===== config.mk =====
export PLATFORM = sky130hd
export DESIGN_NAME = iir_deemph_flat
export DESIGN_NICKNAME = d
export VERILOG_FILES = /design/src/rtl/iir_deemph_if.sv /design/src/rtl/iir_deemph.sv /design/src/flat_wrapper.sv
export SDC_FILE = /design/constraint.sdc
export NUM_CORES = 2
export LEC_CHECK = 0
export ABC_CLOCK_PERIOD_IN_PS = 12900
export BUFFER_PORTS_ARGS = -buffer_cell sky130_fd_sc_hd__buf_2
export CAP_MARGIN = 20
export CELL_PAD_IN_SITES_DETAIL_PLACEMENT = 0
export CELL_PAD_IN_SITES_GLOBAL_PLACEMENT = 1
export CORE_ASPECT_RATIO = 1.25
export CORE_MARGIN = 5
export CORE_UTILIZATION = 30
export DETAILED_ROUTE_END_ITERATION = 6
export PLACE_DENSITY_LB_ADDON = 0.1
export SLEW_MARGIN = 20
export SYNTH_ARGS = -nofsm -noshare
export SYNTH_HDL_FRONTEND = slang
export SYNTH_SLANG_ARGS = --single-unit

===== constraint.sdc =====
create_clock -name clock -period 12.9 [get_ports clock]
set_clock_uncertainty 0.2 [all_clocks]
set_input_delay 1.29 -clock clock [delete_from_list [all_inputs] [get_ports clock]]
set_output_delay 1.29 -clock clock [all_outputs]
set_load 0.1 [all_outputs]

===== src/rtl/iir_deemph_if.sv =====
// FIFO-side handshake bundle for iir_deemph: input-FIFO pop side and output-FIFO push side.
// The filter uses the slave modport; the FIFO side (or a testbench) uses master.
interface iir_deemph_if #(
  parameter int DATA_SIZE = 32
);
  logic signed [DATA_SIZE-1:0] in;
  logic                        in_empty;
  logic                        in_rd_en;
  logic signed [DATA_SIZE-1:0] out;
  logic                        out_full;
  logic                        out_wr_en;

  modport master (
    output in, in_empty, out_full,
    input  in_rd_en, out, out_wr_en
  );

  modport slave (
    input  in, in_empty, out_full,
    output in_rd_en, out, out_wr_en
  );
endinterface


===== src/rtl/iir_deemph.sv =====
// First-order IIR de-emphasis: y[n] = DQ(x[n]*X0) + DQ(x[n-1]*X1) + DQ(y[n-1]*Y1), Q(BITS), round toward zero.
// Define IIR_SAT_EN to clamp the sum to the DATA_SIZE range instead of wrapping.
module iir_deemph #(
  parameter int                          DATA_SIZE = 32,
  parameter int                          BITS      = 10,
  parameter logic signed [DATA_SIZE-1:0] X_COEFF0  = 178,
  parameter logic signed [DATA_SIZE-1:0] X_COEFF1  = 178,
  parameter logic signed [DATA_SIZE-1:0] Y_COEFF1  = 667
) (
  input logic          clock,
  input logic          reset,
  iir_deemph_if.slave  bus
);

  localparam int PW = 2 * DATA_SIZE;
  localparam int SW = PW + 2;

  typedef enum logic [1:0] {
    IDLE  = 2'd0,
    MAC   = 2'd1,
    WRITE = 2'd2
  } state_t;

  state_t state;
  state_t next_state;

  logic signed [DATA_SIZE-1:0] x0;
  logic signed [DATA_SIZE-1:0] x1;
  logic signed [DATA_SIZE-1:0] y1;
  logic signed [DATA_SIZE-1:0] y_reg;
  logic signed [DATA_SIZE-1:0] y_next;
  logic signed [PW-1:0]        p0;
  logic signed [PW-1:0]        p1;
  logic signed [PW-1:0]        p2;
  logic signed [SW-1:0]        sum;
  logic                        pop;
  logic                        push;

  function automatic logic signed [PW-1:0] dq(input logic signed [PW-1:0] v);
    if (v[PW-1])
      return -((-v) >>> BITS);
    else
      return v >>> BITS;
  endfunction

  // Never pop the input FIFO while held in reset.
  assign pop  = (state == IDLE) && !bus.in_empty && !reset;
  assign push = (state == WRITE) && !bus.out_full;

  assign p0  = PW'(x0) * PW'(X_COEFF0);
  assign p1  = PW'(x1) * PW'(X_COEFF1);
  assign p2  = PW'(y1) * PW'(Y_COEFF1);
  assign sum = SW'(dq(p0)) + SW'(dq(p1)) + SW'(dq(p2));

`ifdef IIR_SAT_EN
  always_comb begin
    y_next = sum[DATA_SIZE-1:0];
    if (sum[SW-1:DATA_SIZE-1] != {(SW-DATA_SIZE+1){sum[SW-1]}})
      y_next = sum[SW-1] ? {1'b1, {(DATA_SIZE-1){1'b0}}} : {1'b0, {(DATA_SIZE-1){1'b1}}};
  end
`else
  // Upper sum bits are intentionally discarded by the two's-complement wrap.
  logic sum_hi_unused;
  assign sum_hi_unused = ^sum[SW-1:DATA_SIZE];
  always_comb begin
    y_next = sum[DATA_SIZE-1:0];
  end
`endif

  always_ff @(posedge clock or posedge reset) begin
    if (reset)
      state <= IDLE;
    else
      state <= next_state;
  end

  always_comb begin
    next_state = IDLE;
    case (state)
      IDLE:    next_state = pop ? MAC : IDLE;
      MAC:     next_state = WRITE;
      WRITE:   next_state = push ? IDLE : WRITE;
      default: next_state = IDLE;
    endcase
  end

  always_comb begin
    bus.in_rd_en  = 1'b0;
    bus.out_wr_en = 1'b0;
    case (state)
      IDLE:    bus.in_rd_en  = pop;
      MAC:     ;
      WRITE:   bus.out_wr_en = push;
      default: begin
        bus.in_rd_en  = 1'bx;
        bus.out_wr_en = 1'bx;
      end
    endcase
  end

  // History only moves on a completed pop (x) or a completed push (y).
  always_ff @(posedge clock or posedge reset) begin
    if (reset) begin
      x0    <= '0;
      x1    <= '0;
      y1    <= '0;
      y_reg <= '0;
    end else begin
      if (pop) begin
        x1 <= x0;
        x0 <= bus.in;
      end
      if (state == MAC)
        y_reg <= y_next;
      if (push)
        y1 <= y_reg;
    end
  end

  assign bus.out = y_reg;

endmodule


===== src/flat_wrapper.sv =====
// flat-port wrapper written by rule: the top's interface ports become plain ports
module iir_deemph_flat 
#(
  parameter int                          DATA_SIZE = 32,
  parameter int                          BITS      = 10,
  parameter logic signed [DATA_SIZE-1:0] X_COEFF0  = 178,
  parameter logic signed [DATA_SIZE-1:0] X_COEFF1  = 178,
  parameter logic signed [DATA_SIZE-1:0] Y_COEFF1  = 667
)
  (clock, reset, bus_in, bus_in_empty, bus_out_full, bus_in_rd_en, bus_out, bus_out_wr_en);
  iir_deemph_if #(.DATA_SIZE(DATA_SIZE)) bus_i ();
  input logic clock;
  input logic reset;
  input wire logic [$bits(bus_i.in)-1:0] bus_in;
  input wire logic [$bits(bus_i.in_empty)-1:0] bus_in_empty;
  input wire logic [$bits(bus_i.out_full)-1:0] bus_out_full;
  output wire logic [$bits(bus_i.in_rd_en)-1:0] bus_in_rd_en;
  output wire logic [$bits(bus_i.out)-1:0] bus_out;
  output wire logic [$bits(bus_i.out_wr_en)-1:0] bus_out_wr_en;
  assign bus_i.in = bus_in;
  assign bus_i.in_empty = bus_in_empty;
  assign bus_i.out_full = bus_out_full;
  assign bus_in_rd_en = bus_i.in_rd_en;
  assign bus_out = bus_i.out;
  assign bus_out_wr_en = bus_i.out_wr_en;
  iir_deemph #(.DATA_SIZE(DATA_SIZE), .BITS(BITS), .X_COEFF0(X_COEFF0), .X_COEFF1(X_COEFF1), .Y_COEFF1(Y_COEFF1)) u_core (.clock(clock), .reset(reset), .bus(bus_i));
endmodule

==> results_dict.tcl <==
set metrics [dict create \
    netlist_area_mm2 0.0297 \
    yosysTopAreaCell "ha_1" \
    antenna_found_initial 3 \
    yosysSeqAreaShare_pct 11.0 \
    crit_required_ns 13.09 \
    cts_tree "done" \
    synth_adder_area_share_pct 37.5 \
    cts_hold_buf 0 \
    postLayoutCellArea_mm2 0.0322 \
    netlist_top_cells_area "ha_1 19%, fa_1 18%, dfrtp_1 11%, inv_1 7.9%, xnor2_1 4.5%" \
    cts_root_buffer "clkbuf_16" \
    postCtsSetupRepairBufs 0 \
    multi_input_area_mm2 0.0238 \
    synth_cell_types 102 \
    setup_tns_ns 0 \
    worst_r2r_endpoint "u_core.bus.out[28]" \
    synth_edf_count 0 \
    hold_path.class "reg -> reg" \
    synth_warnings 0 \
    fin_nets 4258 \
    vias_per_cell 4.84 \
    async_flop_share_pct 100 \
    crit_arrival_ns 12.03 \
    placed_cell_area_mm2 0.0315 \
    wire_per_inst_um 17.9 \
    synth.most_common_cell "inv_1" \
    fp.dieW_um 291 \
    synth-xor-area-share_pct 6.61 \
    grtUsageTotal_pct 16.5 \
    antenna_left 0 \
    row_count 129 \
    ys_ff_latch 130 \
    status "completed" \
    slowest_delay_ns 0.54 \
    slowest_stage "fa_1" \
    clockBufferDepth 2 \
    regArea_mm2 0.00325 \
    firstDrtPassIters 5 \
    reg2regPathDepth 44 \
    cts_resized 0 \
    grt_start_max_net_pins 74 \
    dieArea_mm2 0.105 \
    critPathKind "reg -> reg" \
    worstReg2RegStart "u_core.y1[6]" \
    cp-endpoint "u_core.bus.out[28]" \
    chipHeight_um 362 \
    drv_cap 0 \
    gr-total-overflow 0 \
    port_buffers 69 \
    muxShareOfSynthArea_pct 5.19 \
    area_growth_pct 8.36 \
    clock-sinks 130 \
    place_congestion 0.798 \
    cp-end-kind "flip-flop" \
    finalSetupViolCount 0 \
    grt_pass1_vias 24900 \
    htreeDepth 4 \
    wl_um 86100 \
    num_vias 23300 \
    rsz0062_at_grt "no" \
    synth-main-ff-cell "dfrtp_1" \
    avgSynthCellArea_um2 8.56 \
    initial_core_util_pct 30.1 \
    clock_latency_ns 0.52 \
    drive_gt1_share_pct 9.06 \
    fmax_ghz 0.0844 \
    hpwl_um 74100 \
    netlist_instances 3468 \
    drt-initial-drc-count 1048 \
    clk_pin_slew_worst_paths_ns 0.06 \
    worst_pin_slew_ns 0.971 \
    synth_nets 4230 \
    startpoint "u_core.y1[6]" \
    rrSetupSlack_ns 1.05 \
    maxSlewViolCount 0 \
    cts_buffers 17 \
    critPathLaunchType "flip-flop" \
    fin_crit_sh_pct 91.8 \
    period_needed_ns 11.85 \
    core-area_mm2 0.0986 \
    slew_headroom_pct 34.8 \
    final_hold_viol_count 0 \
    synth_top_family_by_area "adder cells" \
    synthSimpleGateAreaFrac_pct 16.0 \
    ys_top_cells_by_count "628 x inv_1, 452 x ha_1, 274 x fa_1" \
    synth_compound_area_share_pct 14.7 \
    fill_cells 10500 \
    path_max_fanout 12 \
    ios 70 \
    netlist.area_leader.share_pct 19.1 \
    drc_errors 0 \
    grt_pass1_wl_um 139000 \
]
==> routing by layer <==
metal | share of wire [%] | GRT usage, % | vias to the layer above
li1 | - | - | 11900
met1 | 45 | 20.4 | 11200
met2 | 52 | 30.8 | 183
met3 | 1.4 | 1.52 | 62
met4 | 2.4 | 4.65 | 0
met5 | 0 | 0 | -
==> critical path, delay by kind of cell, from the launching register on <==
kind | cells | cell delay [ns]
buf+inv | 6 | 0.59
compound gates | 19 | 4.52
simple gates | 7 | 1.74
fa+ha+maj | 8 | 3.31
flops | 1 | 0.48
mux | 1 | 0.26
xor+xnor | 3 | 0.58
==> registers in the layout, indices dropped and copies added, names as in the netlist <==
| signal | flops |
|---|---|
| u_core.y1 | 32 |
| u_core.state | 2 |
| u_core.bus.out | 32 |
| u_core.x1 | 32 |
| u_core.x0 | 32 |
==> layout make-up <==
cell class | instances | area share, %
antenna | 3 | 0.0233
clock buffer | 18 | 1.37
clock inverter | 13 | 0.502
inverter | 628 | 7.34
multi-input combinational | 2625 | 73.9
sequential | 130 | 10.1
tap | 1310 | 5.10
timing repair buffer | 94 | 1.66
==> per-stage QoR <==
| stage | setup WS (ns) | hold WS [ns] | util [%] | std cells |
|---|---|---|---|---|
| after floorplan | 2.56 | 0.263 | - | 3468 |
| after global placement | 0.954 | 0.282 | 32.0 | 4787 |
| after detailed placement | 0.952 | 0.299 | 32.0 | 4787 |
| after CTS | 0.882 | 0.309 | 32.6 | 4818 |
| after global routing | 0.187 | 0.353 | 32.6 | 4818 |
| final | 1.05 | 0.303 | 32.6 | 4821 |
==> cells by family after synthesis <==
group,Yosys count
DFF,130
adders and majority gates,726
muxes,140
xor gates and xnor gates,224
and+or+nand+nor,897
buffers and inverters,713
AOI/OAI and AO/OA,638
==> worst min path at each step <==
stage | depth (start not counted) | slack (ns) | startpoint | end
after floorplan | 1 | 0.26 | u_core.state[1] | u_core.state[1]
after global placement | 1 | 0.28 | u_core.state[1] | u_core.state[1]
after detailed placement | 1 | 0.30 | u_core.state[1] | u_core.state[1]
after CTS | 1 | 0.31 | u_core.state[1] | u_core.state[1]
after global routing | 1 | 0.35 | u_core.state[1] | u_core.state[1]
final | 1 | 0.30 | u_core.state[1] | u_core.state[1]
==> cells in the final DEF, fill, tap and decap left out, types with 20 or more instances in the layout <==
cell	count
inv_1	627
ha_1	451
fa_1	274
nand2_1	197
nor2_1	190
a21oi_1	159
xnor2_1	154
dfrtp_1	130
o21ai_0	112
mux2_2	112
nand3_1	84
nor3_1	77
xor2_1	69
buf_2	69
a21o_1	66
or3_1	45
and3_1	39
and2_1	30
mux2i_1	28
nor4_1	25
a211oi_1	25
nand4_1	25
buf_4	25
nand2b_1	24
o31ai_1	24
o211ai_1	23
or2_2	21
nor2b_1	20
o21bai_1	20
Power is left out: the tool's default activity adds up to more than one toggle a clock period on the data nets, which glitch-free logic cannot reach.
